## config.mk

```make
export PLATFORM = sky130hd
export DESIGN_NAME = cam_fb_writer
export DESIGN_NICKNAME = d
export VERILOG_FILES = /design/src/rtl/cam_pkg.sv /design/src/rtl/cam_fb_map.sv /design/src/rtl/cam_fb_writer.sv
export SDC_FILE = /design/constraint.sdc
export NUM_CORES = 1
export LEC_CHECK = 0
export CAP_MARGIN = 20
export CORE_MARGIN = 2
export CORE_UTILIZATION = 45
export DETAILED_ROUTE_END_ITERATION = 7
export GPL_TIMING_DRIVEN = 1
export PLACE_DENSITY = 0.65
export SKIP_CTS_REPAIR_TIMING = 1
export SLEW_MARGIN = 20
export SYNTH_ARGS = -nofsm -noshare
export SYNTH_HDL_FRONTEND = slang
export SYNTH_SLANG_ARGS = --single-unit
```

## constraint.sdc

```tcl
create_clock -name clk -period 5.9 [get_ports clk]
set_input_delay 1.18 -clock clk [delete_from_list [all_inputs] [get_ports clk]]
set_output_delay 1.18 -clock clk [all_outputs]
set_load 0.01 [all_outputs]
```

## src/rtl/cam_pkg.sv

```systemverilog
// Shared types and helpers for the camera-to-framebuffer writer.
package cam_pkg;

    typedef enum logic [1:0] {
        IDLE   = 2'd0,
        ACTIVE = 2'd1,
        FLUSH  = 2'd2
    } state_e;

    localparam int FB_W_DEF  = 160;
    localparam int FB_H_DEF  = 120;
    // Cycles spent in FLUSH so the two-stage write pipeline drains before a swap.
    localparam int FLUSH_CYC = 2;

    function automatic int calc_addr_w(input int banks, input int fb_w, input int fb_h);
        return $clog2(banks * fb_w * fb_h);
    endfunction

    // Multiply by a constant as a sum of shifted copies, so no multiplier is inferred.
    function automatic logic [31:0] mul_const(input logic [31:0] v, input int k);
        logic [31:0] acc;
        acc = '0;
        for (int i = 0; i < 32; i++) begin
            if (k[i]) acc = acc + (v << i);
        end
        return acc;
    endfunction

endpackage

```

## src/rtl/cam_fb_map.sv

```systemverilog
// Stage 1 of the write pipeline: decimation keep test, scaling, mirror,
// flip, wrapping vertical offset and clipping, all registered.
module cam_fb_map
    import cam_pkg::*;
#(
    parameter int PIX_W = 16,
    parameter int FB_W  = FB_W_DEF,
    parameter int FB_H  = FB_H_DEF,
    parameter int DECIM = 2,
    parameter int CNT_W = 11,
    parameter int OFS_W = 7,
    parameter int X_W   = $clog2(FB_W),
    parameter int Y_W   = $clog2(FB_H)
) (
    input  logic             clk,
    input  logic             rst_n,
    input  logic             valid_i,
    input  logic [CNT_W-1:0] col_i,
    input  logic [CNT_W-1:0] row_i,
    input  logic             mirror_i,
    input  logic             flip_i,
    input  logic [OFS_W-1:0] yofs_i,
    input  logic [PIX_W-1:0] data_i,
    output logic             wr_o,
    output logic             clip_o,
    output logic [X_W-1:0]   x_o,
    output logic [Y_W-1:0]   y_o,
    output logic [PIX_W-1:0] data_o
);

    localparam logic [CNT_W-1:0] DMASK = CNT_W'((1 << DECIM) - 1);
    localparam logic [CNT_W-1:0] W_C   = CNT_W'(FB_W);
    localparam logic [CNT_W-1:0] H_C   = CNT_W'(FB_H);
    localparam logic [CNT_W-1:0] W_M1  = CNT_W'(FB_W - 1);
    localparam logic [CNT_W-1:0] H_M1  = CNT_W'(FB_H - 1);

    logic             keep, clip;
    logic [CNT_W-1:0] xs, ys, xm, yf, ysum;
    logic             wr_q, clip_q;
    logic [X_W-1:0]   x_q;
    logic [Y_W-1:0]   y_q;
    logic [PIX_W-1:0] data_q;
    logic             unused_hi;

    // Map raw (col,row) to framebuffer (x,y); offset is pre-clamped below FB_H so one subtract wraps it.
    always_comb begin
        xs   = col_i >> DECIM;
        ys   = row_i >> DECIM;
        keep = ((col_i & DMASK) == '0) && ((row_i & DMASK) == '0);
        clip = (xs >= W_C) || (ys >= H_C);
        xm   = mirror_i ? (W_M1 - xs) : xs;
        yf   = flip_i ? (H_M1 - ys) : ys;
        ysum = yf + CNT_W'(yofs_i);
        if (ysum >= H_C) ysum = ysum - H_C;
    end

    assign unused_hi = ^{xm[CNT_W-1:X_W], ysum[CNT_W-1:Y_W]};

    // Stage-1 registers; coordinates and data only move on a real write.
    always_ff @(posedge clk or negedge rst_n) begin
        if (!rst_n) begin
            wr_q   <= 1'b0;
            clip_q <= 1'b0;
            x_q    <= '0;
            y_q    <= '0;
            data_q <= '0;
        end else begin
            wr_q   <= valid_i && keep && !clip;
            clip_q <= valid_i && keep && clip;
            if (valid_i && keep && !clip) begin
                x_q    <= xm[X_W-1:0];
                y_q    <= ysum[Y_W-1:0];
                data_q <= data_i;
            end
        end
    end

    assign wr_o   = wr_q;
    assign clip_o = clip_q;
    assign x_o    = x_q;
    assign y_o    = y_q;
    assign data_o = data_q;

endmodule

```

## src/rtl/cam_fb_writer.sv

```systemverilog
// Camera-to-framebuffer write controller: frame FSM, pixel counters, address
// stage and bank double-buffering. Define CAM_FB_WRITER_STATS_EN to add the
// frame_cnt_o / clip_cnt_o statistics outputs.
//
// state  | meaning
// IDLE   | waiting for sof with enable
// ACTIVE | counting and writing pixels of the current frame
// FLUSH  | draining the write pipeline, then swap banks
module cam_fb_writer
    import cam_pkg::*;
#(
    parameter int PIX_W  = 16,
    parameter int FB_W   = FB_W_DEF,
    parameter int FB_H   = FB_H_DEF,
    parameter int DECIM  = 2,
    parameter int BANKS  = 2,
    parameter int CNT_W  = 11,
    parameter int ADDR_W = calc_addr_w(BANKS, FB_W, FB_H),
    parameter int OFS_W  = 7
) (
    input  logic              clk,
    input  logic              rst_n,
    input  logic              enable_i,
    input  logic              mirror_x_i,
    input  logic              flip_y_i,
    input  logic [OFS_W-1:0]  y_offset_i,
    input  logic              sof_i,
    input  logic              eol_i,
    input  logic              eof_i,
    input  logic              pix_valid_i,
    input  logic [PIX_W-1:0]  pix_data_i,
    output logic              fb_we_o,
    output logic [ADDR_W-1:0] fb_waddr_o,
    output logic [PIX_W-1:0]  fb_wdata_o,
    output logic              rd_bank_o,
    output logic              frame_swap_o,
    output logic              busy_o
`ifdef CAM_FB_WRITER_STATS_EN
    ,
    output logic [15:0]       frame_cnt_o,
    output logic [15:0]       clip_cnt_o
`endif
);

    localparam int X_W = $clog2(FB_W);
    localparam int Y_W = $clog2(FB_H);
    localparam logic [CNT_W-1:0]  CNT_MAX = '1;
    localparam logic [ADDR_W-1:0] BANK_SZ = ADDR_W'(FB_W * FB_H);

    state_e            state_q, state_d;
    logic [1:0]        flush_q, flush_d;
    logic              start, accept, swap_d;
    logic [CNT_W-1:0]  col_q, col_d, row_q, row_d, col_cur, row_cur;
    logic              mirror_q, mirror_d, flip_q, flip_d;
    logic [OFS_W-1:0]  ofs_q, ofs_d, ofs_clamp;
    logic              rd_bank_q, wbank_q, swap_q;
    logic              we_q;
    logic [ADDR_W-1:0] waddr_q, addr_d;
    logic [PIX_W-1:0]  wdata_q;
    logic              map_wr, map_clip;
    logic [X_W-1:0]    map_x;
    logic [Y_W-1:0]    map_y;
    logic [PIX_W-1:0]  map_data;

    // Next state; sof in ACTIVE restarts (or quits if disabled), sof in FLUSH is ignored.
    always_comb begin
        state_d = state_q;
        flush_d = flush_q;
        start   = 1'b0;
        swap_d  = 1'b0;
        case (state_q)
            IDLE: begin
                if (sof_i && enable_i) begin
                    state_d = ACTIVE;
                    start   = 1'b1;
                end
            end
            ACTIVE: begin
                if (sof_i) begin
                    if (enable_i) start = 1'b1;
                    else          state_d = IDLE;
                end else if (eof_i) begin
                    state_d = FLUSH;
                    flush_d = 2'(FLUSH_CYC - 1);
                end
            end
            FLUSH: begin
                if (flush_q == '0) begin
                    state_d = IDLE;
                    swap_d  = 1'b1;
                end else begin
                    flush_d = flush_q - 1'b1;
                end
            end
            default: state_d = IDLE;
        endcase
    end

    assign accept    = pix_valid_i && (start || ((state_q == ACTIVE) && !sof_i));
    assign ofs_clamp = (32'(y_offset_i) >= 32'(FB_H)) ? '0 : y_offset_i;

    // Controls take effect on the sof cycle itself, so a pixel sharing sof already sees them.
    always_comb begin
        mirror_d = mirror_q;
        flip_d   = flip_q;
        ofs_d    = ofs_q;
        if (start) begin
            mirror_d = mirror_x_i;
            flip_d   = flip_y_i;
            ofs_d    = ofs_clamp;
        end
    end

    // Pixel takes the current (col,row) before the increment; eol wins over the column step.
    always_comb begin
        col_cur = start ? '0 : col_q;
        row_cur = start ? '0 : row_q;
        col_d   = col_q;
        row_d   = row_q;
        if (start || (state_q == ACTIVE)) begin
            col_d = col_cur;
            row_d = row_cur;
            if (eol_i) begin
                col_d = '0;
                row_d = (row_cur == CNT_MAX) ? row_cur : row_cur + 1'b1;
            end else if (pix_valid_i) begin
                col_d = (col_cur == CNT_MAX) ? col_cur : col_cur + 1'b1;
            end
        end
    end

    cam_fb_map #(
        .PIX_W (PIX_W),
        .FB_W  (FB_W),
        .FB_H  (FB_H),
        .DECIM (DECIM),
        .CNT_W (CNT_W),
        .OFS_W (OFS_W)
    ) u_map (
        .clk      (clk),
        .rst_n    (rst_n),
        .valid_i  (accept),
        .col_i    (col_cur),
        .row_i    (row_cur),
        .mirror_i (mirror_d),
        .flip_i   (flip_d),
        .yofs_i   (ofs_d),
        .data_i   (pix_data_i),
        .wr_o     (map_wr),
        .clip_o   (map_clip),
        .x_o      (map_x),
        .y_o      (map_y),
        .data_o   (map_data)
    );

    // Linear address from bank, row and column without a multiplier.
    always_comb begin
        addr_d = ADDR_W'(mul_const(32'(map_y), FB_W)) + ADDR_W'(map_x) + (wbank_q ? BANK_SZ : '0);
    end

    // FSM, counters, latched controls, banks and the stage-2 write registers.
    always_ff @(posedge clk or negedge rst_n) begin
        if (!rst_n) begin
            state_q   <= IDLE;
            flush_q   <= '0;
            col_q     <= '0;
            row_q     <= '0;
            mirror_q  <= 1'b0;
            flip_q    <= 1'b0;
            ofs_q     <= '0;
            rd_bank_q <= 1'b0;
            wbank_q   <= (BANKS == 2) ? 1'b1 : 1'b0;
            swap_q    <= 1'b0;
            we_q      <= 1'b0;
            waddr_q   <= '0;
            wdata_q   <= '0;
        end else begin
            state_q  <= state_d;
            flush_q  <= flush_d;
            col_q    <= col_d;
            row_q    <= row_d;
            mirror_q <= mirror_d;
            flip_q   <= flip_d;
            ofs_q    <= ofs_d;
            swap_q   <= swap_d;
            if (swap_d && (BANKS == 2)) begin
                rd_bank_q <= ~rd_bank_q;
                wbank_q   <= rd_bank_q;
            end
            we_q <= map_wr;
            if (map_wr) begin
                waddr_q <= addr_d;
                wdata_q <= map_data;
            end
        end
    end

    assign fb_we_o      = we_q;
    assign fb_waddr_o   = waddr_q;
    assign fb_wdata_o   = wdata_q;
    assign rd_bank_o    = rd_bank_q;
    assign frame_swap_o = swap_q;
    assign busy_o       = (state_q != IDLE);

`ifdef CAM_FB_WRITER_STATS_EN
    logic [15:0] frame_cnt_q, clip_cnt_q;

    // Saturating statistics; the clip count restarts with every accepted frame start.
    always_ff @(posedge clk or negedge rst_n) begin
        if (!rst_n) begin
            frame_cnt_q <= '0;
            clip_cnt_q  <= '0;
        end else begin
            if (swap_d && (frame_cnt_q != '1)) frame_cnt_q <= frame_cnt_q + 1'b1;
            if (start)                                clip_cnt_q <= '0;
            else if (map_clip && (clip_cnt_q != '1)) clip_cnt_q <= clip_cnt_q + 1'b1;
        end
    end

    assign frame_cnt_o = frame_cnt_q;
    assign clip_cnt_o  = clip_cnt_q;
`else
    logic unused_clip;
    assign unused_clip = map_clip;
`endif

endmodule
```

# Word-level counts from Yosys, hierarchy flattened
# Cells that the tools add are included.
op_classes:
  muxes: 31
  eq_ne: 11
  n_reduce_logical: 19
  addsub: 10
  bitwise: 1
  order_cmp: 4
ops:
  columns: ["operator", "count"]
  rows:
  - ["$mux 11", 8]
  - ["$add 11x1->11 const B", 2]
  - ["$eq 11x11->1 const B", 2]
  - ["$logic_not 11->1", 2]
  - ["$mux 7", 3]
  - ["$add 15x8->16", 1]
  - ["$add 16x15->16", 1]
  - ["$mux 2", 8]
  - ["$add 12x14->15", 1]
  - ["$mux 15", 1]
  - ["$add 11x7->11", 1]
  - ["$ge 11x7->1 const B", 1]
  - ["$ne 2x2->1 const B", 5]
  - ["$sub 7x9->10 const A", 1]
  - ["$ge 9x7->1 const B", 1]
  - ["$ge 9x8->1 const B", 1]
  - ["$mux 8", 1]
  - ["$reduce_and 4->1", 2]
  - ["$sub 8x8->8 const A", 1]
  - ["$ge 7x7->1 const B", 1]
  - ["$mux 1", 7]
  - ["$sub 7x7->7 const B", 1]
  - ["$logic_and 1x1->1", 6]
  - ["$ne 3x3->1 const B", 2]
  - ["11 further kinds", 16]
totals:
  in_bits: 32
  wordCells: 93
  output_inout_bits: 36
  regBits: 103

# Depth between registers and ports, before layout
logic_depth:
  ltp_word: 9
  mapped_depth: 16
  ltp_nobuf: 14

# Cells and area by module
# A second synthesis with hierarchy kept.
unflattened:
  hier_cells: 555
  hier_area_um2: 5784.3
modules_own_cells:
  columns: ["mod", "seq_area_each_um2", "instances", "area_per_inst_um2", "cells_each"]
  rows:
  - ["cam_fb_writer", 1778.0, 1, 3763.6, 359]
  - ["cam_fb_map", 825.8, 1, 2020.7, 196]

# Worst setup path after synthesis
# Ideal clock, no wire load.
synth_timing:
  path_kind: "input to register"
  from: "input sof_i"
  to: "register u_map.y_q[5] (netlist: u_map.y_o[5])"
  path_buffers: 2
  cell_stages: 15
  slack_ps: 1302
  arrival_ps: 4466
  setup_ps: 132
  cell_sequence: "nand3b_1 > buf_2 > clkbuf_1 > a41oi_1 > a22o_1 > ha_1 > fa_1 > a211oi_1 > o21ai_0 > nor2b_1 > ha_1 > a31o_2 > a311oi_2 > and2_1 > o211ai_1"
synth_via:
  elab_cells_between_ends: 27
synth_lines:
  columns: ["element", "line", "source"]
  rows:
  - ["from (decl)", "cam_fb_writer.sv:27", "input logic sof_i,"]
  - ["$logic_and 1x1->1", "cam_fb_writer.sv:73", "if (sof_i && enable_i) begin"]
  - ["$mux 1", "cam_fb_writer.sv:73", null]
  - ["$pmux 1 s2 (*)", "cam_fb_writer.sv:71", "case (state_q)"]
  - ["$mux 7 (*)", "cam_fb_writer.sv:107", "if (start) begin"]
  - ["named net ofs_d[0]", "cam_fb_writer.sv:55", "logic [OFS_W-1:0] ofs_q, ofs_d, ofs_clamp;"]
  - ["$add 11x7->11 (*)", "cam_fb_map.sv:53", "ysum = yf + CNT_W'(yofs_i);"]
  - ["$ge 11x7->1 or $sub 7x7->7 (tied branches)", "cam_fb_map.sv:54", "if (ysum >= H_C) ysum = ysum - H_C;"]
  - ["$mux 7 (*)", "cam_fb_map.sv:54", null]
  - ["to (signal assigned)", "cam_fb_map.sv:72", "y_q <= ysum[Y_W-1:0];"]
  - ["to (decl)", "cam_fb_map.sv:41", "logic [Y_W-1:0] y_q;"]
# The timed path passes the listed nets; every way through them passes the cells marked *.
# A chain may end at the register's enable or synchronous reset.

# Worst setup path after layout
# Ends and elaborated chain as after synthesis.

==> reports/results.ini <==
[route]
vias=4404
viasPerCell=5.46
wl_per_cell_um=15.4
post-route-drc-count=0
postRouteAntennaNets=0
drt-total-wl_mm=12.4
dr.pass1.iters=4
drtIter0Drc=230

[job]
drv_cap=0

[floorplan]
die-area_um2=13500
rows=40
ios=68
start_util=0.466
die_h_um=116
die_x_um=116
core_um2=12200

[setup_path]
worstPathCellList=clkdlybuf4s50_1, nand3b_1, buf_4, a41oi_1, a22o_1, ha_1, fa_1, a211oi_1, o21ai_0, nor2b_1, ha_1, a31o_2, a311oi_2, and2_1, o211ai_1
crit_type=input port to flop
worst-path-max-fanout=14
crit_required_ps=6130
crit_slowest_cell=clkdlybuf4s50_1
slowest_delay_ps=470
cp-end-kind=flop
critPathLaunchType=input port
cp_common_cell=ha_1
cp.arrival_ps=4990

[power]
total_power_mw=2.95
power.leakage_nw=3.08
p_per_area_nw_per_um2=438
vdd_drop_max_mv=0.165

[logic_synthesis]
synthFlopType=dfrtp_1
synth.ff_latch_count=103
synthArstFlopShare=1.00
yosys-top-cells-area=dfrtp_1 45%, nand2_1 6.4%, mux2_2 6.4%, ha_1 5.7%, a21oi_1 2.9%
synthDistinctLibCells=67
syn_area_per_cell_um2=9.79
yosysSeqAreaShare=0.455
syn-cell-area_um2=5670
yosys_warnings=0
yosys.area.top_type_share=0.450
synth_cells=579
synthesis.nets=643
yosysTopAreaCell=dfrtp_1
synth_enable_flop_cells=0

[timing]
setup_tns_ps=0
fmax_mhz=210
worst_slew_pin_slew_ps=727
fin_crit_sh=0.806
finalHoldViolations=0
rsz0062_at_grt=false
worst_slack_ps=1140
slew_viol_final=0
finalClockSkew_ps=9.29
relSlewSlack=0.509
post-route-min-period_ps=4760
holdWs_ps=475
finalSetupViolations=0

[clock_network]
numCtsBuffers=9
root_buffer=clkbuf_16
cts.sinks=103
path_clk_slew_ps=70
insertion_delay_ps=360
cts_max_level=3
cts_tree=built
clockBufferDepth=2

[cells_and_area]
most-common-layout-cells=102 x dfrtp_1, 97 x nand2_1, 66 x clkdlybuf4s50_1
drive_above_1_share=0.110
layout_commonest_cell=dfrtp_1
area_growth_pct=19.0
n_antenna_cell=0
num-fill-cells=1096
num-nets-final=697

[grt]
antenna_found_initial=0
track_usage=0.193
grt_max_degree=53
grt_pass1_vias=4362
grt_pass1_wl_mm=20.5
grt-ovfl-total=0

[placed_design]
numPortBuffers=67
place.gp.congestion=0.877
place_ws_ps=784
post-dp-hpwl_mm=8.86

[min_path]
hold_path_class=flop to flop

[run_status]
status=completed

[path summary, 6_finish.rpt]
kind                                  start                to  slack (ps)  cells past startpoint
hold reg to reg            u_map.data_o[12]  u_map.data_o[12]         480                      2
setup / recovery                      sof_i      u_map.y_o[5]        1140                     15
max in group asynchronous             rst_n          row_q[2]        3920                      2
setup reg to reg                 state_q[1]      u_map.y_o[5]        1960                     14
hold / removal             u_map.data_o[12]  u_map.data_o[12]         480                      2
min in group asynchronous             rst_n    fb_waddr_o[11]         850                      1
[worst max-delay path, delay by kind of cell]
kind	cells	cell delay [ps]
AOI/OAI and AO/OA	7	1720
adders and majority gates	3	870
buffers and inverters	2	670
and+or+nand+nor	3	540
[metal layers]
metal  vias to the layer above  track usage  wire [um]
li1                       2159            -          -
met1                      2139        0.241       5580
met2                        89        0.332       6130
met3                        17       0.0405        480
met4                         0       0.0746        234
met5                         -            0          0
[sequential cells by signal, summed over array words and instances, names as in the netlist]
register      cells
u_map.y_o         7
u_map.x_o         8
fb_waddr_o       16
u_map.wr_o        1
state_q           2
col_q            11
ofs_q             7
mirror_q          1
flush_q           2
frame_swap_o      1
fb_we_o           1
fb_wdata_o       16
u_map.data_o     16
rd_bank_o         1
flip_q            1
row_q            11
wbank_q           1
[power by group]
| group | internal [mW] | switching [mW] | leakage (nW) |
|---|---|---|---|
| clock network | 0.299 | 0.272 | 0.135 |
| logic | 0.653 | 0.632 | 1.63 |
| registers | 0.943 | 0.154 | 1.32 |
| total | 1.89 | 1.06 | 3.08 |
[stage by stage]
stage | cells | instance area (um2) | utilization
floorplan | 579 | 5670 | -
global placement | 790 | 6460 | 0.531
detailed placement | 790 | 6460 | 0.531
global route | 806 | 6740 | 0.554
finish | 806 | 6740 | 0.554
CTS | 806 | 6740 | 0.554
[final cells by class]
type | count | area (um2) | area share
multi-input combinational | 421 | 2860 | 0.424
timing repair buffer | 73 | 713 | 0.106
inverter | 25 | 93.8 | 0.0139
clock inverter | 6 | 46.3 | 0.00687
clock buffer | 10 | 239 | 0.0354
tap | 168 | 210 | 0.0312
sequential | 103 | 2580 | 0.383
[cells by family after synthesis]
family / synth area share
AOI/OAI and AO/OA: 0.151
xor gates and xnor gates: 0.0402
adders and majority gates: 0.0786
buffers and inverters: 0.0402
DFF: 0.455
muxes: 0.0654
and+or+nand+nor: 0.169
[cells in the mapped netlist (3+ instances only)]
| master | instances |
|---|---|
| a21o_1 | 4 |
| a21oi_1 | 33 |
| a22o_1 | 8 |
| a31o_2 | 4 |
| a31oi_1 | 4 |
| and2_1 | 3 |
| and3_1 | 4 |
| buf_1 | 3 |
| buf_2 | 5 |
| clkbuf_1 | 20 |
| dfrtp_1 | 102 |
| fa_1 | 6 |
| ha_1 | 26 |
| inv_1 | 23 |
| mux2_2 | 32 |
| nand2_1 | 97 |
| nand3_1 | 19 |
| nand4_1 | 15 |
| nor2_1 | 34 |
| nor2b_1 | 4 |
| nor3_1 | 9 |
| o211ai_1 | 5 |
| o21ai_0 | 21 |
| o21bai_1 | 3 |
| o22ai_1 | 4 |
| o311ai_0 | 3 |
| o31ai_1 | 5 |
| or2_2 | 4 |
| or3_1 | 6 |
| or4_1 | 3 |
| xnor2_1 | 12 |
| xor2_1 | 14 |
Note: power is estimated with default switching activity, not from simulation.
